### src/rtl/fir_decim_out.sv
// fir_decim_out: decimating output stage for the FIR filter.
// Sums DECIM consecutive filter samples, divides the sum by DECIM with an
// arithmetic shift, saturates the quotient to 8 bits and queues it in a
// small output FIFO with a valid/ready handshake.
// DECIM must be 2, 4 or 8. FIFO_DEPTH must be a power of two from 2 to 16,
// so the FIFO pointers wrap naturally at FIFO_DEPTH.
module fir_decim_out #(
  parameter int DECIM      = 4,
  parameter int FIFO_DEPTH = 4
) (
  input  logic              clk,
  input  logic              rst,
  input  logic signed [10:0] filter_in,
  input  logic              in_valid,
  input  logic              phase_clr,
  output logic signed [7:0] dout,
  output logic              dout_valid,
  input  logic              dout_ready,
  output logic              sat_flag,
  output logic              overflow
);

  localparam int SHIFT = $clog2(DECIM);
  localparam int CW    = SHIFT;
  localparam int PW    = $clog2(FIFO_DEPTH);
  localparam int OW    = PW + 1;

  localparam logic [CW-1:0] CNT_MAX  = CW'(DECIM - 1);
  localparam logic [OW-1:0] OCC_FULL = OW'(FIFO_DEPTH);

  // Decimation state
  logic signed [13:0] acc;
  logic [CW-1:0]      cnt;

  // Datapath for the result of the current group
  logic signed [13:0] sum;
  logic signed [13:0] shifted;
  logic signed [7:0]  result;
  logic               clipped;

  // Control
  logic last;
  logic push;
  logic pop;
  logic full;
  logic wr_en;

  // FIFO storage and bookkeeping
  logic signed [7:0] mem [FIFO_DEPTH];
  logic [PW-1:0]     wr_ptr;
  logic [PW-1:0]     rd_ptr;
  logic [OW-1:0]     occ;

  // Form the group sum, divide it by DECIM and clip it to the 8-bit range
  always_comb begin
    sum     = acc + {{3{filter_in[10]}}, filter_in};
    shifted = sum >>> SHIFT;
    result  = shifted[7:0];
    clipped = 1'b0;
    if (shifted > 14'sd127) begin
      result  = 8'sd127;
      clipped = 1'b1;
    end else if (shifted < -14'sd128) begin
      result  = -8'sd128;
      clipped = 1'b1;
    end
  end

  // Decide push/pop for this cycle; a full FIFO still accepts a push when it is also popping
  always_comb begin
    last       = (cnt == CNT_MAX);
    push       = in_valid && !phase_clr && last;
    dout_valid = (occ != '0);
    full       = (occ == OCC_FULL);
    pop        = dout_valid && dout_ready;
    wr_en      = push && (!full || pop);
    dout       = dout_valid ? mem[rd_ptr] : 8'sd0;
  end

  // Accumulate samples and step the phase; phase_clr discards the partial sum
  always_ff @(posedge clk) begin
    if (rst) begin
      acc <= '0;
      cnt <= '0;
    end else if (phase_clr) begin
      acc <= '0;
      cnt <= '0;
    end else if (in_valid) begin
      if (last) begin
        acc <= '0;
        cnt <= '0;
      end else begin
        acc <= sum;
        cnt <= cnt + 1'b1;
      end
    end
  end

  // FIFO storage write; contents need no reset because occupancy gates the output
  always_ff @(posedge clk) begin
    if (wr_en && !rst) begin
      mem[wr_ptr] <= result;
    end
  end

  // FIFO pointers and occupancy; simultaneous push and pop leaves occupancy unchanged
  always_ff @(posedge clk) begin
    if (rst) begin
      wr_ptr <= '0;
      rd_ptr <= '0;
      occ    <= '0;
    end else begin
      if (wr_en) begin
        wr_ptr <= wr_ptr + 1'b1;
      end
      if (pop) begin
        rd_ptr <= rd_ptr + 1'b1;
      end
      if (wr_en && !pop) begin
        occ <= occ + 1'b1;
      end else if (pop && !wr_en) begin
        occ <= occ - 1'b1;
      end
    end
  end

  // Status flags: one-cycle saturation pulse and sticky drop indicator
  always_ff @(posedge clk) begin
    if (rst) begin
      sat_flag <= 1'b0;
      overflow <= 1'b0;
    end else begin
      sat_flag <= push && clipped;
      if (push && full && !pop) begin
        overflow <= 1'b1;
      end
    end
  end

endmodule

### config.mk
export PLATFORM = sky130hd
export DESIGN_NAME = fir_decim_out
export DESIGN_NICKNAME = d
export VERILOG_FILES = /design/src/rtl/fir_decim_out.sv
export SDC_FILE = /design/constraint.sdc
export NUM_CORES = 1
export LEC_CHECK = 0
export ABC_AREA = 0
export BUFFER_PORTS_ARGS = -buffer_cell sky130_fd_sc_hd__buf_2
export CAP_MARGIN = 20
export CELL_PAD_IN_SITES_DETAIL_PLACEMENT = 1
export CELL_PAD_IN_SITES_GLOBAL_PLACEMENT = 1
export CORE_AREA = 2 2 108 110
export CTS_BUF_LIST = sky130_fd_sc_hd__clkbuf_16
export DETAILED_ROUTE_END_ITERATION = 8
export DIE_AREA = 0 0 110 112
export PLACE_DENSITY = 0.6
export SLEW_MARGIN = 20
export SYNTH_ARGS = -nofsm -noshare
export SYNTH_HDL_FRONTEND = slang
export SYNTH_SLANG_ARGS = --single-unit
### constraint.sdc
create_clock -name clk -period 3.45 [get_ports clk]
set_input_delay 0.69 -clock clk [delete_from_list [all_inputs] [get_ports clk]]
set_output_delay 0.69 -clock clk [all_outputs]
set_load 0.01 [all_outputs]
==> results of run 1 <==
[worst max-delay path: stages]
cell	delay [ns]
buf_2	0.08
ha_1	0.16
inv_1	0.06
fa_1	0.41
nor2b_2	0.16
o2111ai_2	0.17
a211oi_2	0.33
nor4_2	0.12
nor4_4	0.44
a21oi_1	0.12
o21ai_1	0.33
[kinds of logic after synthesis]
family | synth area share, %
AO/OA/AOI/OAI | 17.2
XOR/XNOR | 4.30
adder cells (fa/ha/maj) | 8.52
buffers and inverters | 3.80
flip-flops | 46.0
multiplexers | 6.75
AND/OR/NAND/NOR | 13.4
[through the flow]
stage | area (sq um) | hold WS [ns] | power, mW | instances
2_1_floorplan | 3260 | 0.457 | 1.25 | 290
3_3_place_gp | 3510 | 0.453 | 1.40 | 449
3_5_place_dp | 3510 | 0.468 | 1.42 | 449
5_1_grt | 3840 | 0.514 | 2.50 | 465
6_report | 3840 | 0.475 | 2.35 | 465
4_1_cts | 3840 | 0.482 | 2.39 | 465
[final cells by class]
| cell class | instances | area, sq um | share of cell area, % |
|---|---|---|---|
| Tap cell | 143 | 179 | 4.66 |
| Sequential cell | 59 | 1500 | 39.1 |
| Timing Repair Buffer | 29 | 153 | 3.98 |
| Multi-Input combinational cell | 207 | 1640 | 42.7 |
| Inverter | 11 | 41.3 | 1.08 |
| Clock buffer | 9 | 225 | 5.87 |
| Clock inverter | 7 | 100 | 2.61 |
[metal layers]
metal,wire length (um),up-vias
met2,3840,36
li1,-,1128
met5,0,-
met3,226,7
met1,3400,1138
met4,74,0
[registers in the layout, summed over array words and instances, names as in the netlist, named ones only]
name,count
cnt,2
rd_ptr,2
mem,32
occ,3
sat_flag,1
overflow,1
acc,14
wr_ptr,2
[power by group]
| part | internal, mW | switching (mW) |
|---|---|---|
| Sequential | 0.791 | 0.0497 |
| Clock | 0.636 | 0.328 |
| Combinational | 0.249 | 0.302 |
| Total | 1.68 | 0.679 |
[synth_stat cells (all sizes together) (2+ instances only)]
library cell	number
nand2b	3
o211ai	3
mux4	8
nor4b	2
o21a	3
mux2i	4
xnor2	9
a22oi	7
and2	17
clkbuf	8
nor3	6
a21oi	17
ha	19
edfxtp	32
nor2b	2
nor4	2
inv	11
a31oi	2
a211oi	4
nor2	30
o21ai	21
a311oi	2
dfxtp	27
nand3	3
fa	2
xor2	7
or3	2
a21o	3
o31a	2
nand2	12
a2bb2oi	3
buf	5
[worst max-delay path by stage]
stage,from,to,cells past startpoint
floorplan,filter_in[0],mem[0][0],10
global placement,filter_in[0],mem[0][1],11
detailed placement,filter_in[0],mem[0][1],11
CTS,filter_in[0],mem[1][1],11
global route,filter_in[0],mem[1][1],11
finish,filter_in[0],mem[3][1],11
==> impl_metrics.tcl, run 1 <==
set metrics [dict create \
    status "completed" \
    r2r-end "mem[3][1]" \
    synth-edff-count 32 \
    yosysWarnings 0 \
    vias_per_cell 4.97 \
    hpwl_um 5760 \
    synth_cell_types 59 \
    critical_path_peak_fanout 6 \
    vias 2309 \
    yosysSeqAreaShare_pct 46.0 \
    h-tree-depth 3 \
    critPathLaunchType "input pin" \
    avgSynthCellArea_sq_um 11.2 \
    leakage_nw 1.43 \
    layout_commonest_cell "edfxtp_1" \
    maxCapViolCount 0 \
    cts.clk_slew.worst_paths_ns 0.06 \
    drt-initial-drc-count 119 \
    skew_ns 0.0123 \
    wl_um 7540 \
    overflow 0 \
    drcViolationCount 0 \
    ir_drop_uv 283 \
    synth_area_leaders "edfxtp_1 (29%), dfxtp_1 (17%), ha_1 (7.3%)" \
    ys.flop_type "edfxtp_1" \
    r2r_cells 10 \
    nNetsFinal 354 \
    end_kind "flip-flop" \
    finalHoldViolCount 0 \
    grt_pass1_wl_um 12500 \
    post_cts_resized 0 \
    hold_end "overflow" \
    postCtsHoldBufs 0 \
    timing.final.ws_setup_ns 0.467 \
    tightest_slew_ns 0.705 \
    setup_viol 0 \
    path_class "input pin to flip-flop" \
    worstPathRequired_ns 3.55 \
    grt_use_met3_pct 3.34 \
    setup-tns-final_ns 0 \
    yosysTopAreaCellShare_pct 29.5 \
    place.gp.congestion 0.780 \
    row_count 39 \
    clock_latency_ns 0.33 \
    dieArea_sq_um 12300 \
    die_x_um 110 \
    fmax_mhz 335 \
    cts.sinks 59 \
    worstHoldPathCells 2 \
    dieHeight_um 112 \
    antenna_found_initial 0 \
    drt_pass1_iterations 4 \
    dp_slack_ns 0.123 \
    timing.rr.start "acc[0]" \
    grt_use_met1_pct 16.9 \
    synth_top_area_cell "edfxtp_1" \
    cts_buffers 9 \
    met2_usage_pct 22.7 \
    diodes 0 \
    fillers 1250 \
    reg2reg_slack_ns 0.58 \
    post_drt_wl_per_cell_um 16.2 \
    period_needed_ns 2.98 \
    grt_max_degree 16 \
    postCtsSetupRepairBufs 0 \
    powerDensity_nw_per_um2 614 \
    grt_use_total_pct 13.5 \
    clk_path_buf_depth 2 \
    top_usage_layer "met2" \
    async_flop_share_pct 0 \
    drv_slew 0 \
    ioPinCount 27 \
    rsz0062_at_grt "false" \
    min_from "overflow" \
    syn-num-nets 327 \
    hp-class "flip-flop to flip-flop" \
    cp.arrival_ns 3.08 \
    final_cell_mix "edfxtp_1 (32), nor2_1 (30), dfxtp_1 (27), buf_2 (26), ha_1 (19)" \
    ys_ff_latch 59 \
    io_buffers 26 \
    netlist_area_sq_um 3260 \
    finalCritPeriodShare_pct 86.5 \
    tritoncts "built" \
    syn2layout_area_growth_pct 17.6 \
    grt_pass1_vias 2427 \
    ant_nets 0 \
    synthCells 290 \
    fin_util_pct 34.3 \
    initial_core_util_pct 29.2 \
    core_area_sq_um 11200 \
    drive_gt1_share_pct 22.7 \
    max-slew-margin-rel_pct 52.8 \
    cts-root-buf "clkbuf_16" \
]
(Power assumes the default switching activity.)
==> run 2, diff against run 1 <==
--- a/config.mk
+++ b/config.mk
@@ -8,14 +8,12 @@
 export ABC_AREA = 0
 export BUFFER_PORTS_ARGS = -buffer_cell sky130_fd_sc_hd__buf_2
 export CAP_MARGIN = 20
-export CELL_PAD_IN_SITES_DETAIL_PLACEMENT = 1
-export CELL_PAD_IN_SITES_GLOBAL_PLACEMENT = 1
 export CORE_AREA = 2 2 108 110
 export CTS_BUF_LIST = sky130_fd_sc_hd__clkbuf_16
 export DETAILED_ROUTE_END_ITERATION = 8
 export DIE_AREA = 0 0 110 112
-export PLACE_DENSITY = 0.6
 export SLEW_MARGIN = 20
 export SYNTH_ARGS = -nofsm -noshare
 export SYNTH_HDL_FRONTEND = slang
 export SYNTH_SLANG_ARGS = --single-unit
+export TNS_END_PERCENT = 30
==> run 2 against run 1 <==
Clock skew is 0.0072 ns lower. Sequential share of layout area is 0.48 points higher. Worst setup slack worse by 0.0038 ns. Power is 4.1% lower. Die area stayed put. Critical path depth stayed put. Largest cell class unchanged. Largest power group unchanged.
==> impl_metrics.tcl, run 2 (synthesis gave the netlist of run 1 again) <==
set metrics [dict create \
    status "completed" \
    powerDensity_nw_per_um2 596 \
    cts.sinks 59 \
    cts.clk_slew.worst_paths_ns 0.05 \
    grt_pass1_vias 2141 \
    r2r-end "mem[0][3]" \
    drive_gt1_share_pct 21.9 \
    leakage_nw 1.40 \
    ant_nets 0 \
    worstHoldPathCells 2 \
    cp_slowest_cell "xnor2_1" \
    ir_drop_uv 255 \
    largest_register_ffs 32 \
    path_depth 11 \
    drt-initial-drc-count 135 \
    place_area_sq_um 3490 \
    final_cells 462 \
    layout_commonest_cell "edfxtp_1" \
    largest_registers "mem x32, acc x14, occ x3" \
    critical_path_peak_fanout 5 \
    row_count 39 \
    postCtsSetupRepairBufs 0 \
    setup-tns-final_ns 0 \
    post_drt_wl_per_cell_um 14.9 \
    diodes 0 \
    overflow 0 \
    hpwl_um 5270 \
    hp-class "flip-flop to flip-flop" \
    initial_core_util_pct 29.2 \
    wl_um 6860 \
    ioPinCount 27 \
    vias_per_cell 4.89 \
    dp_slack_ns 0.191 \
    slowest_delay_ns 0.43 \
    rsz0062_at_grt "false" \
    path_class "input pin to flip-flop" \
    postCtsHoldBufs 0 \
    worstPathRequired_ns 3.57 \
    timing.final.ws_setup_ns 0.463 \
    r2r_cells 10 \
    drt_pass1_iterations 4 \
    dieArea_sq_um 12300 \
    reg2reg_slack_ns 0.57 \
    place_inst 446 \
    grt_use_met1_pct 15.3 \
    setup_viol 0 \
    syn2layout_area_growth_pct 16.2 \
    top_register "mem" \
    fmax_mhz 335 \
    clock_latency_ns 0.32 \
    met2_usage_pct 19.1 \
    drcViolationCount 0 \
    max-slew-margin-rel_pct 55.8 \
    place.gp.congestion 0.983 \
    die_x_um 110 \
    io_buffers 26 \
    grt_max_degree 16 \
    post_cts_resized 0 \
    final_cell_mix "edfxtp_1 (32), nor2_1 (30), dfxtp_1 (27), buf_2 (26), ha_1 (19)" \
    clk_path_buf_depth 2 \
    path_buf_inv 2 \
    tightest_slew_ns 0.661 \
    crit_chain "buf_2 > ha_1 > inv_1 > fa_1 > nor2b_2 > o2111ai_2 > a21oi_1 > a211oi_2 > xnor2_1 > a21oi_2 > o21ai_1" \
    cp.arrival_ns 3.10 \
    cp_top_family "compound AO/OA/AOI/OAI gates" \
    cts_buffers 9 \
    min_from "overflow" \
    core_area_sq_um 11200 \
    antenna_found_initial 0 \
    top_usage_layer "met2" \
    cts-root-buf "clkbuf_16" \
    maxCapViolCount 0 \
    final_cell_area_sq_um 3790 \
    nNetsFinal 351 \
    drv_slew 0 \
    skew_ns 0.00515 \
    h-tree-depth 3 \
    end_kind "flip-flop" \
    tritoncts "built" \
    vias 2259 \
    dieHeight_um 112 \
    period_needed_ns 2.99 \
    hold_end "overflow" \
    grt_pass1_wl_um 11000 \
    finalHoldViolCount 0 \
    critPathLaunchType "input pin" \
    grt_use_met3_pct 3.40 \
    timing.rr.start "acc[0]" \
    finalCritPeriodShare_pct 86.6 \
    grt_use_total_pct 11.9 \
]
[run 2: final cells by class]
cell class                      instances  area (sq um)
Clock buffer                            9           225
Clock inverter                          7          76.3
Fill cell                            1105          7380
Inverter                               11          41.3
Multi-Input combinational cell        207          1640
Sequential cell                        59          1500
Tap cell                              143           179
Timing Repair Buffer                   26           130
[run 2: worst max-delay path by stage]
stage,startpoint,to
global route,filter_in[0],mem[0][3]
global placement,filter_in[0],mem[0][3]
detailed placement,filter_in[0],mem[0][3]
floorplan,filter_in[0],mem[0][0]
CTS,filter_in[0],mem[0][3]
finish,filter_in[0],mem[0][3]
[run 2: worst min-delay path, cell delays in order, from the launching register on]
cell and delay [ns]:
dfxtp_1 0.33, a21oi_1 0.04, nor2_1 0.07
[run 2: metal layers]
metal / part of all wire (%) / up-vias
met3: 4.2 / 12
met5: 0 / -
met4: 1.5 / 0
met2: 48 / 61
li1: - / 1126
met1: 47 / 1060
[run 2: through the flow]
step	utilization, %	hold slack, ns	total power [mW]
floorplan	-	0.457	1.25
detailed placement	31.2	0.464	1.40
finish	33.9	0.470	2.26
global route	33.9	0.505	2.40
global placement	31.2	0.466	1.39
CTS	33.9	0.477	2.29
[run 2: power breakdown]
group,leakage [nW],internal [mW],switching (mW),total [mW]
Combinational,0.754,0.243,0.296,0.539
Sequential,0.503,0.791,0.0456,0.836
Clock,0.142,0.561,0.322,0.883
